## config.mk

```make
export PLATFORM = sky130hd
export DESIGN_NAME = dram_burst_ctrl_flat
export DESIGN_NICKNAME = d
export VERILOG_FILES = /design/src/rtl/dram_burst_ctrl_if.sv /design/src/rtl/dram_burst_ctrl.sv /design/src/flat_wrapper.sv
export SDC_FILE = /design/constraint.sdc
export NUM_CORES = 2
export LEC_CHECK = 0
export CAP_MARGIN = 30
export CORE_ASPECT_RATIO = 0.8
export CORE_MARGIN = 2
export CORE_UTILIZATION = 25
export CTS_CLUSTER_DIAMETER = 100
export DETAILED_ROUTE_END_ITERATION = 10
export MAX_ROUTING_LAYER = met4
export SLEW_MARGIN = 15
export SYNTH_ARGS = -nofsm -noshare
export SYNTH_HDL_FRONTEND = slang
export SYNTH_MEMORY_MAX_BITS = 65536
export SYNTH_SLANG_ARGS = --single-unit
```

## constraint.sdc

```tcl
create_clock -name clock -period 3.5 [get_ports clock]
set_input_delay 0.35 -clock clock [delete_from_list [all_inputs] [get_ports clock]]
set_output_delay 0.35 -clock clock [all_outputs]
set_load 0.05 [all_outputs]
```

## src/rtl/dram_burst_ctrl_if.sv

```systemverilog
// Command, write-beat and read-beat bundle for dram_burst_ctrl.
// The master side is the upstream matrix load/store engine. The slave side is the memory.
interface dram_burst_ctrl_if #(
    parameter int DATA_W = 16,
    parameter int ADDR_W = 8,
    parameter int LEN_W  = 4
);
    logic              req_valid;
    logic              req_ready;
    logic              req_write;
    logic [ADDR_W-1:0] req_addr;
    logic [LEN_W-1:0]  req_len;
    logic [DATA_W-1:0] wr_data;
    logic              wr_valid;
    logic              wr_ready;
    logic [DATA_W-1:0] rd_data;
    logic              rd_valid;
    logic              rd_last;
    logic              busy;
    logic              wrap;

    modport master (
        output req_valid, req_write, req_addr, req_len, wr_data, wr_valid,
        input  req_ready, wr_ready, rd_data, rd_valid, rd_last, busy, wrap
    );

    modport slave (
        input  req_valid, req_write, req_addr, req_len, wr_data, wr_valid,
        output req_ready, wr_ready, rd_data, rd_valid, rd_last, busy, wrap
    );
endinterface

```

## src/rtl/dram_burst_ctrl.sv

```systemverilog
// Single-port burst data memory with a request/ready command port.
// Bursts auto-increment the address modulo DEPTH. Reads have a fixed
// RD_LAT-cycle pipeline and arrive back-to-back with no backpressure.
module dram_burst_ctrl #(
    parameter int DATA_W    = 16,
    parameter int ADDR_W    = 8,
    parameter int RD_LAT    = 1,
    parameter int MAX_BURST = 16
) (
    input  logic             clock,
    input  logic             reset,
    dram_burst_ctrl_if.slave bus
);
    localparam int          LEN_W = $clog2(MAX_BURST);
    localparam int          DEPTH = 1 << ADDR_W;
    localparam int unsigned LAT   = RD_LAT;

    typedef enum logic [1:0] {
        IDLE,
        WRITE,
        READ,
        DRAIN
    } state_t;

    state_t            state;
    state_t            state_nxt;
    logic [ADDR_W-1:0] addr;
    logic [LEN_W-1:0]  len;
    logic [LEN_W-1:0]  count;

    logic              accept;
    logic              wr_en;
    logic              issue;
    logic              step;
    logic              last_beat;
    logic              pending;
    logic              req_ready_c;
    logic              wr_ready_c;

    logic [DATA_W-1:0] mem       [DEPTH];
    logic [DATA_W-1:0] pipe_data [RD_LAT];
    logic              pipe_vld  [RD_LAT];
    logic              pipe_last [RD_LAT];

    assign last_beat = (count == len);
    assign step      = wr_en | issue;

    // Beats still travelling through the stages ahead of the output register.
    // The beat already at the output needs no further cycles, so DRAIN may exit while it is shown.
    always_comb begin
        pending = 1'b0;
        for (int unsigned i = 0; i < LAT - 1; i++) begin
            pending = pending | pipe_vld[i];
        end
    end

    // Next-state and handshake decode.
    always_comb begin
        state_nxt   = state;
        req_ready_c = 1'b0;
        wr_ready_c  = 1'b0;
        accept      = 1'b0;
        wr_en       = 1'b0;
        issue       = 1'b0;
        case (state)
            IDLE: begin
                req_ready_c = 1'b1;
                if (bus.req_valid) begin
                    accept    = 1'b1;
                    state_nxt = bus.req_write ? WRITE : READ;
                end
            end
            WRITE: begin
                wr_ready_c = 1'b1;
                if (bus.wr_valid) begin
                    wr_en = 1'b1;
                    if (last_beat) begin
                        state_nxt = IDLE;
                    end
                end
            end
            READ: begin
                issue = 1'b1;
                if (last_beat) begin
                    state_nxt = DRAIN;
                end
            end
            DRAIN: begin
                if (!pending) begin
                    state_nxt = IDLE;
                end
            end
            default: state_nxt = IDLE;
        endcase
    end

    // State register plus burst address and beat counter.
    always_ff @(posedge clock) begin
        if (reset) begin
            state <= IDLE;
            addr  <= '0;
            len   <= '0;
            count <= '0;
        end else begin
            state <= state_nxt;
            if (accept) begin
                addr  <= bus.req_addr;
                len   <= bus.req_len;
                count <= '0;
            end else if (step) begin
                addr  <= addr + ADDR_W'(1);
                count <= count + LEN_W'(1);
            end
        end
    end

    // Storage array. It is not cleared by reset, and writes are suppressed during the reset cycle.
    always_ff @(posedge clock) begin
        if (wr_en && !reset) begin
            mem[addr] <= bus.wr_data;
        end
    end

    // Read pipeline. Stage 0 is the array read, and each later stage adds one cycle of latency.
    always_ff @(posedge clock) begin
        if (reset) begin
            for (int unsigned i = 0; i < LAT; i++) begin
                pipe_vld[i]  <= 1'b0;
                pipe_last[i] <= 1'b0;
                pipe_data[i] <= '0;
            end
        end else begin
            pipe_vld[0]  <= issue;
            pipe_last[0] <= issue & last_beat;
            if (issue) begin
                pipe_data[0] <= mem[addr];
            end
            for (int unsigned i = 1; i < LAT; i++) begin
                pipe_vld[i]  <= pipe_vld[i-1];
                pipe_last[i] <= pipe_last[i-1];
                pipe_data[i] <= pipe_data[i-1];
            end
        end
    end

    assign bus.req_ready = req_ready_c;
    assign bus.wr_ready  = wr_ready_c;
    assign bus.rd_valid  = pipe_vld[RD_LAT-1];
    assign bus.rd_last   = pipe_last[RD_LAT-1];
    assign bus.rd_data   = pipe_data[RD_LAT-1];
    assign bus.busy      = (state != IDLE);
    assign bus.wrap      = step && (addr == '1);
endmodule

```

## src/flat_wrapper.sv

```systemverilog
// flat-port wrapper written by rule: the top's interface ports become plain ports
module dram_burst_ctrl_flat 
#(
    parameter int DATA_W    = 16,
    parameter int ADDR_W    = 8,
    parameter int RD_LAT    = 1,
    parameter int MAX_BURST = 16
)
  (clock, reset, bus_req_valid, bus_req_write, bus_req_addr, bus_req_len, bus_wr_data, bus_wr_valid, bus_req_ready, bus_wr_ready, bus_rd_data, bus_rd_valid, bus_rd_last, bus_busy, bus_wrap);
  dram_burst_ctrl_if #(.DATA_W(DATA_W), .ADDR_W(ADDR_W), .LEN_W(4)) bus_i ();
  input  logic clock;
  input  logic reset;
  input wire logic [$bits(bus_i.req_valid)-1:0] bus_req_valid;
  input wire logic [$bits(bus_i.req_write)-1:0] bus_req_write;
  input wire logic [$bits(bus_i.req_addr)-1:0] bus_req_addr;
  input wire logic [$bits(bus_i.req_len)-1:0] bus_req_len;
  input wire logic [$bits(bus_i.wr_data)-1:0] bus_wr_data;
  input wire logic [$bits(bus_i.wr_valid)-1:0] bus_wr_valid;
  output wire logic [$bits(bus_i.req_ready)-1:0] bus_req_ready;
  output wire logic [$bits(bus_i.wr_ready)-1:0] bus_wr_ready;
  output wire logic [$bits(bus_i.rd_data)-1:0] bus_rd_data;
  output wire logic [$bits(bus_i.rd_valid)-1:0] bus_rd_valid;
  output wire logic [$bits(bus_i.rd_last)-1:0] bus_rd_last;
  output wire logic [$bits(bus_i.busy)-1:0] bus_busy;
  output wire logic [$bits(bus_i.wrap)-1:0] bus_wrap;
  assign bus_i.req_valid = bus_req_valid;
  assign bus_i.req_write = bus_req_write;
  assign bus_i.req_addr = bus_req_addr;
  assign bus_i.req_len = bus_req_len;
  assign bus_i.wr_data = bus_wr_data;
  assign bus_i.wr_valid = bus_wr_valid;
  assign bus_req_ready = bus_i.req_ready;
  assign bus_wr_ready = bus_i.wr_ready;
  assign bus_rd_data = bus_i.rd_data;
  assign bus_rd_valid = bus_i.rd_valid;
  assign bus_rd_last = bus_i.rd_last;
  assign bus_busy = bus_i.busy;
  assign bus_wrap = bus_i.wrap;
  dram_burst_ctrl #(.DATA_W(DATA_W), .ADDR_W(ADDR_W), .RD_LAT(RD_LAT), .MAX_BURST(MAX_BURST)) u_core (.clock(clock), .reset(reset), .bus(bus_i));
endmodule
```

; Yosys cells after proc, flatten, opt, wreduce, memory -nomap -nowiden
; Memories as Yosys holds them, arrays and structs flattened. A register that Yosys moved wholly into a read port is not among the register bits.
; Index checks and enable logic that the tools add are counted.
[word_totals]
regBits = 18
ram_bits = 4114
n_memories = 4
out_inout_bits = 22
[memory_table]
columns = name, depth, word_bits, read_ports, rd_ports_with_merged_regs, wr, line
row1 = u_core.mem, 256, 16, 1, 1, 1, dram_burst_ctrl.sv:40  ; logic [DATA_W-1:0] mem [DEPTH];
row2 = u_core.pipe_data, 1, 16, 1, 0, 1, dram_burst_ctrl.sv:41  ; logic [DATA_W-1:0] pipe_data [RD_LAT];
row3 = u_core.pipe_last, 1, 1, 1, 0, 1, dram_burst_ctrl.sv:43  ; logic pipe_last [RD_LAT];
row4 = u_core.pipe_vld, 1, 1, 1, 0, 1, dram_burst_ctrl.sv:42  ; logic pipe_vld [RD_LAT];
[classes]
n_bitwise = 2
eq_ne = 9
n_reduce_logical = 11
muxes = 31
add_sub_neg = 2
[ops]
columns = cell, count
row1 = 2-to-1 mux 8 bit, 4
row2 = 2-to-1 mux 1 bit, 20
row3 = 2-to-1 mux 16 bit, 1
row4 = OR reduction 16 bit, 1
row5 = 2-to-1 mux 2 bit, 5
row6 = adder 8 x 1 -> 8 bit (second input constant), 1
row7 = == test 8 bit (second input constant), 1
row8 = one-hot mux 2 bit (4 select lines), 1
row9 = adder 4 x 1 -> 4 bit (second input constant), 1
row10 = == test 2 bit (second input constant), 2
row11 = == test 4 bit, 1
row12 = != test 2 x 1 -> 1 bit (second input constant), 2
row13 = != test 2 bit (second input constant), 2
row14 = AND reduction 4 bit, 1
row15 = nonzero test 2 bit, 2
row16 = == test 2 x 1 -> 1 bit (second input constant), 1
row17 = logical AND 1 bit, 2
row18 = zero test 2 bit, 1
row19 = OR reduction 1 bit, 2
row20 = OR reduction 2 bit, 1
row21 = AND 1 bit, 1
row22 = zero test 1 bit, 1
row23 = OR 1 bit, 1

; Longest topological paths before layout
[logic_depth]
ltp_word = 7
mapped_depth = 12
ltp_nobuf = 6

; Worst setup path after synthesis
; Ideal clock, no wire load.
[synth_timing]
path_type = reg2reg
from = register u_core.addr[4]
to = memory u_core.mem[146][0] (enable)
setup_ns = 0.409
path_stages_with_launch = 7
path_buffers = 1
arrival_time_ns = 2.536
slack_ns = 0.555
required_time_ns = 3.091
synth_period_minus_slack_ns = 2.945
path_cell_list = dfxtp_1 > clkbuf_1 > nor2b_1 > nand2_1 > nor3_1 > nand2_1 > nor3_1
[synth_lines]
columns = element, line
row1 = "start, declared", dram_burst_ctrl.sv:27  ; logic [ADDR_W-1:0] addr;
row2 = "start signal, assigned", dram_burst_ctrl.sv:107  ; addr <= bus.req_addr;
row3 = "start signal, assigned", dram_burst_ctrl.sv:111  ; addr <= addr + ADDR_W'(1);
row4 = "end, declared", dram_burst_ctrl.sv:40
; No word-level cell before the write port.

==> flow_summary.ini <==
[timing]
grt_setup_unrepaired = no
hold_viol_final = 0
slew_violations = 0
fin_ws_ps = -117
relSlewSlack_pct = 20.4
fmax_ghz = 0.276
worstMarginPinSlew_ps = 1190
period_needed_ps = 3620
finalCritPeriodShare_pct = 103
setup_viol = 5
fin_skew_ps = 77.5

[pwr]
switching_share_pct = 24.6
finalPower_mw = 112
p_per_area_nw_per_um2 = 584
p_clk_share_pct = 39.8
power.share.sequential_pct = 48.9
internal-power_mw = 84.4
combPwrFrac_pct = 11.3
power_switching_mw = 27.5
ir_drop_uv = 441
power.leakage_nw = 58.1

[synthesis]
ys_top_cells_by_area = edfxtp_1 (77%), mux4_2 (10%), mux2i_1 (2.3%), mux4_1 (1.2%), nor2_1 (0.86%)
synth_cells = 7581
synth_nets = 7619
ys_warn_count = 0
yosysMostFrequentCell = edfxtp_1
ys.flop_type = edfxtp_1
synth_seq_cells = 4140
netlist_area_um2 = 161000
synth_enable_flop_cells = 4112
ys_types = 86
avgSynthCellArea_um2 = 21.2
synth_common_cells = edfxtp_1 (4112), mux4_2 (737), mux2i_1 (367), nor2_1 (367), o22ai_1 (166)
yosysTopAreaCell = edfxtp_1
postSynth.asyncResetShare_pct = 0
yosysSeqAreaShare_pct = 77.2
synth.top_cell.area_share_pct = 76.9

[floorplan]
core_um2 = 641000
die_w_um = 900
die-height_um = 721
io_pins = 55
std_cell_rows = 263
die-area_um2 = 649000
initial_core_util_pct = 25.1

[min_path]
hold_path.class = input port to flop
holdPathStages = 3

[grt]
grt-ovfl-total = 0
antenna_found_initial = 39
use_met1_pct = 21.8
met2_usage_pct = 20.5
top_usage_layer = met1
grt_pass1_wl_um = 681000
grtUsageTotal_pct = 15.1
grt_pass1_vias = 80934
grt_max_degree = 142
met3_usage_pct = 4.94

[worst_setup_path]
cp_max_fo = 56
r2r_cells = 9
start_kind = flop
crit_family = simple AND/OR/NAND/NOR gates
path_depth = 9
r2r_slack_ps = -120
worstPathRequired_ps = 4350
endpoint_kind = flop
criticalPathCategory = flop to flop
crit_chain = buf_12 > or2_4 > buf_12 > buf_4 > o22ai_1 > nor3_1 > nor4_1 > nand3_1 > o22ai_1
critPathArrivalTime_ps = 4470
cp_slowest_cell = o22ai_1
crit_path_max_incr_delay_ps = 640
worst-path-buf-inv = 3

[route]
avgRoutedWirePerCell_um = 28.6
first_iter_violations = 14429
vias = 85932
ant_nets = 0
drcViolationCount = 0
wl_um = 498000
drtPass1Iterations = 6
via_per_inst = 4.93

[layout]
nets = 8580
drive_above_1_share_pct = 27.9
stdcell_area_um2 = 192000
fillerInstances = 61631
syn_to_final_growth_pct = 19.2

[place]
place_area_um2 = 177000
routabilityCongestion = 0.952
dp_hpwl_um = 328000
io_buffers = 54

[clock_network]
cts_htree_levels = 5
clockRootBuffer = clkbuf_16
cts_buffers = 402
clk_latency_ps = 1030
cts_buffer_depth = 4
cts.sinks = 4140
path_clk_slew_ps = 70
cts_tree = done

[job]
drv_cap = 0

[status]
outcome = complete, but fails checks
violations = setup timing
==> sequential cells by signal, summed over array words and instances, names as in the netlist, named ones only <==
register and count:
u_core.pipe_data 16, u_core.count 4, u_core.addr 8, u_core.mem 4096
u_core.state 2, u_core.pipe_last 1, u_core.len 4, u_core.pipe_vld 1
==> timing repair <==
item | in CTS | in global routing
gates resized for setup | 10 | 16
endpoints found under the setup margin | 13 | 10
setup buffers | 4 | 7
pin swaps | 0 | 2
hold buffers | 23 | 0
gates cloned | 0 | 2
hold endpoints to repair | 855 | 0
==> worst min-delay path, cell delays in order <==
cell and delay [ps]:
clkdlybuf4s50_1 400, nand2_1 200, a21oi_1 130
==> layout make-up <==
cell class                      instances  area (um2)  area share, %
Sequential cell                      4140      124000           64.8
Multi-Input combinational cell       2976       33600           17.5
Tap cell                             8480       10600           5.54
Clock buffer                          485       10400           5.45
Timing Repair Buffer                 1014        9640           5.03
Clock inverter                        263        3040           1.59
Antenna cell                           56         140         0.0732
Inverter                                8        35.0         0.0183
==> per-stage QoR <==
stage / cells / setup WS (ps) / hold slack [ps] / TNS [ps] / utilization (%)
after global routing: 17403 / 1.72 / 105 / 0 / 29.9
after detailed placement: 16583 / -269 / 472 / -1240 / 27.7
final: 17422 / -117 / 106 / -287 / 29.9
after floorplan: 7581 / 555 / 449 / 0 / -
after CTS: 17358 / 0.302 / 62.9 / 0 / 29.8
after global placement: 16580 / -422 / 465 / -2720 / 27.7
==> path summary, 6_finish.rpt <==
path | from | to
worst min register to register | u_core.len[3] | u_core.len[3]
worst min-delay path | bus_req_addr[0] | flop
worst max register to register | flop | u_core.pipe_data[0][12]
worst max-delay path | flop | u_core.pipe_data[0][12]
==> cells in the final DEF, fill, tap and decap left out, drive strengths merged, types with 23 or more instances in the layout <==
master	netlist	layout
edfxtp	4112	4112
buf	291	951
mux4	809	809
clkbuf	166	487
nor2	368	368
mux2i	367	367
clkinv	0	191
o22ai	167	167
nand2	139	139
nor3	134	134
o21ai	100	100
mux2	98	98
a22oi	93	93
o221ai	84	84
a21oi	77	77
nand3	67	67
a211oi	61	61
diode	0	56
a221oi	56	56
nor4	52	52
bufinv	0	49
clkdlybuf4s50	0	37
nand4	30	30
or3	30	30
o22a	28	28
dfxtp	28	28
and3	24	24
dlygate4sd3	0	23
a2111oi	23	23
==> kinds of logic (layout without fill, tap and decap cells) <==
group / count (synthesis) / in the layout / share of synthesized area, %
XOR/XNOR: 10 / 10 / 0.0545
AND/OR/NAND/NOR: 919 / 919 / 2.70
multiplexers: 1274 / 1274 / 14.5
AO/OA/AOI/OAI: 768 / 768 / 3.38
other: 0 / 56 / 0
flip-flops: 4140 / 4140 / 77.2
buffers and inverters: 465 / 1770 / 2.13
adder cells (fa/ha/maj): 5 / 5 / 0.0389
==> power groups by stage <==
stage	combinational (mW)	sequential, mW	clock, mW
after floorplan	6.67	55.7	0
after global placement	12.2	55.8	0
after detailed placement	12.2	55.8	0
after CTS	12.3	54.7	45.1
after global routing	13.0	54.7	46.9
final	12.6	54.7	44.5
==> routing by layer <==
layer | routed length (um) | vias up
li1 | - | 34005
met1 | 210000 | 45857
met2 | 207000 | 5413
met3 | 68000 | 657
met4 | 13500 | 0
met5 | 0 | -
(Power assumes the default switching activity.)
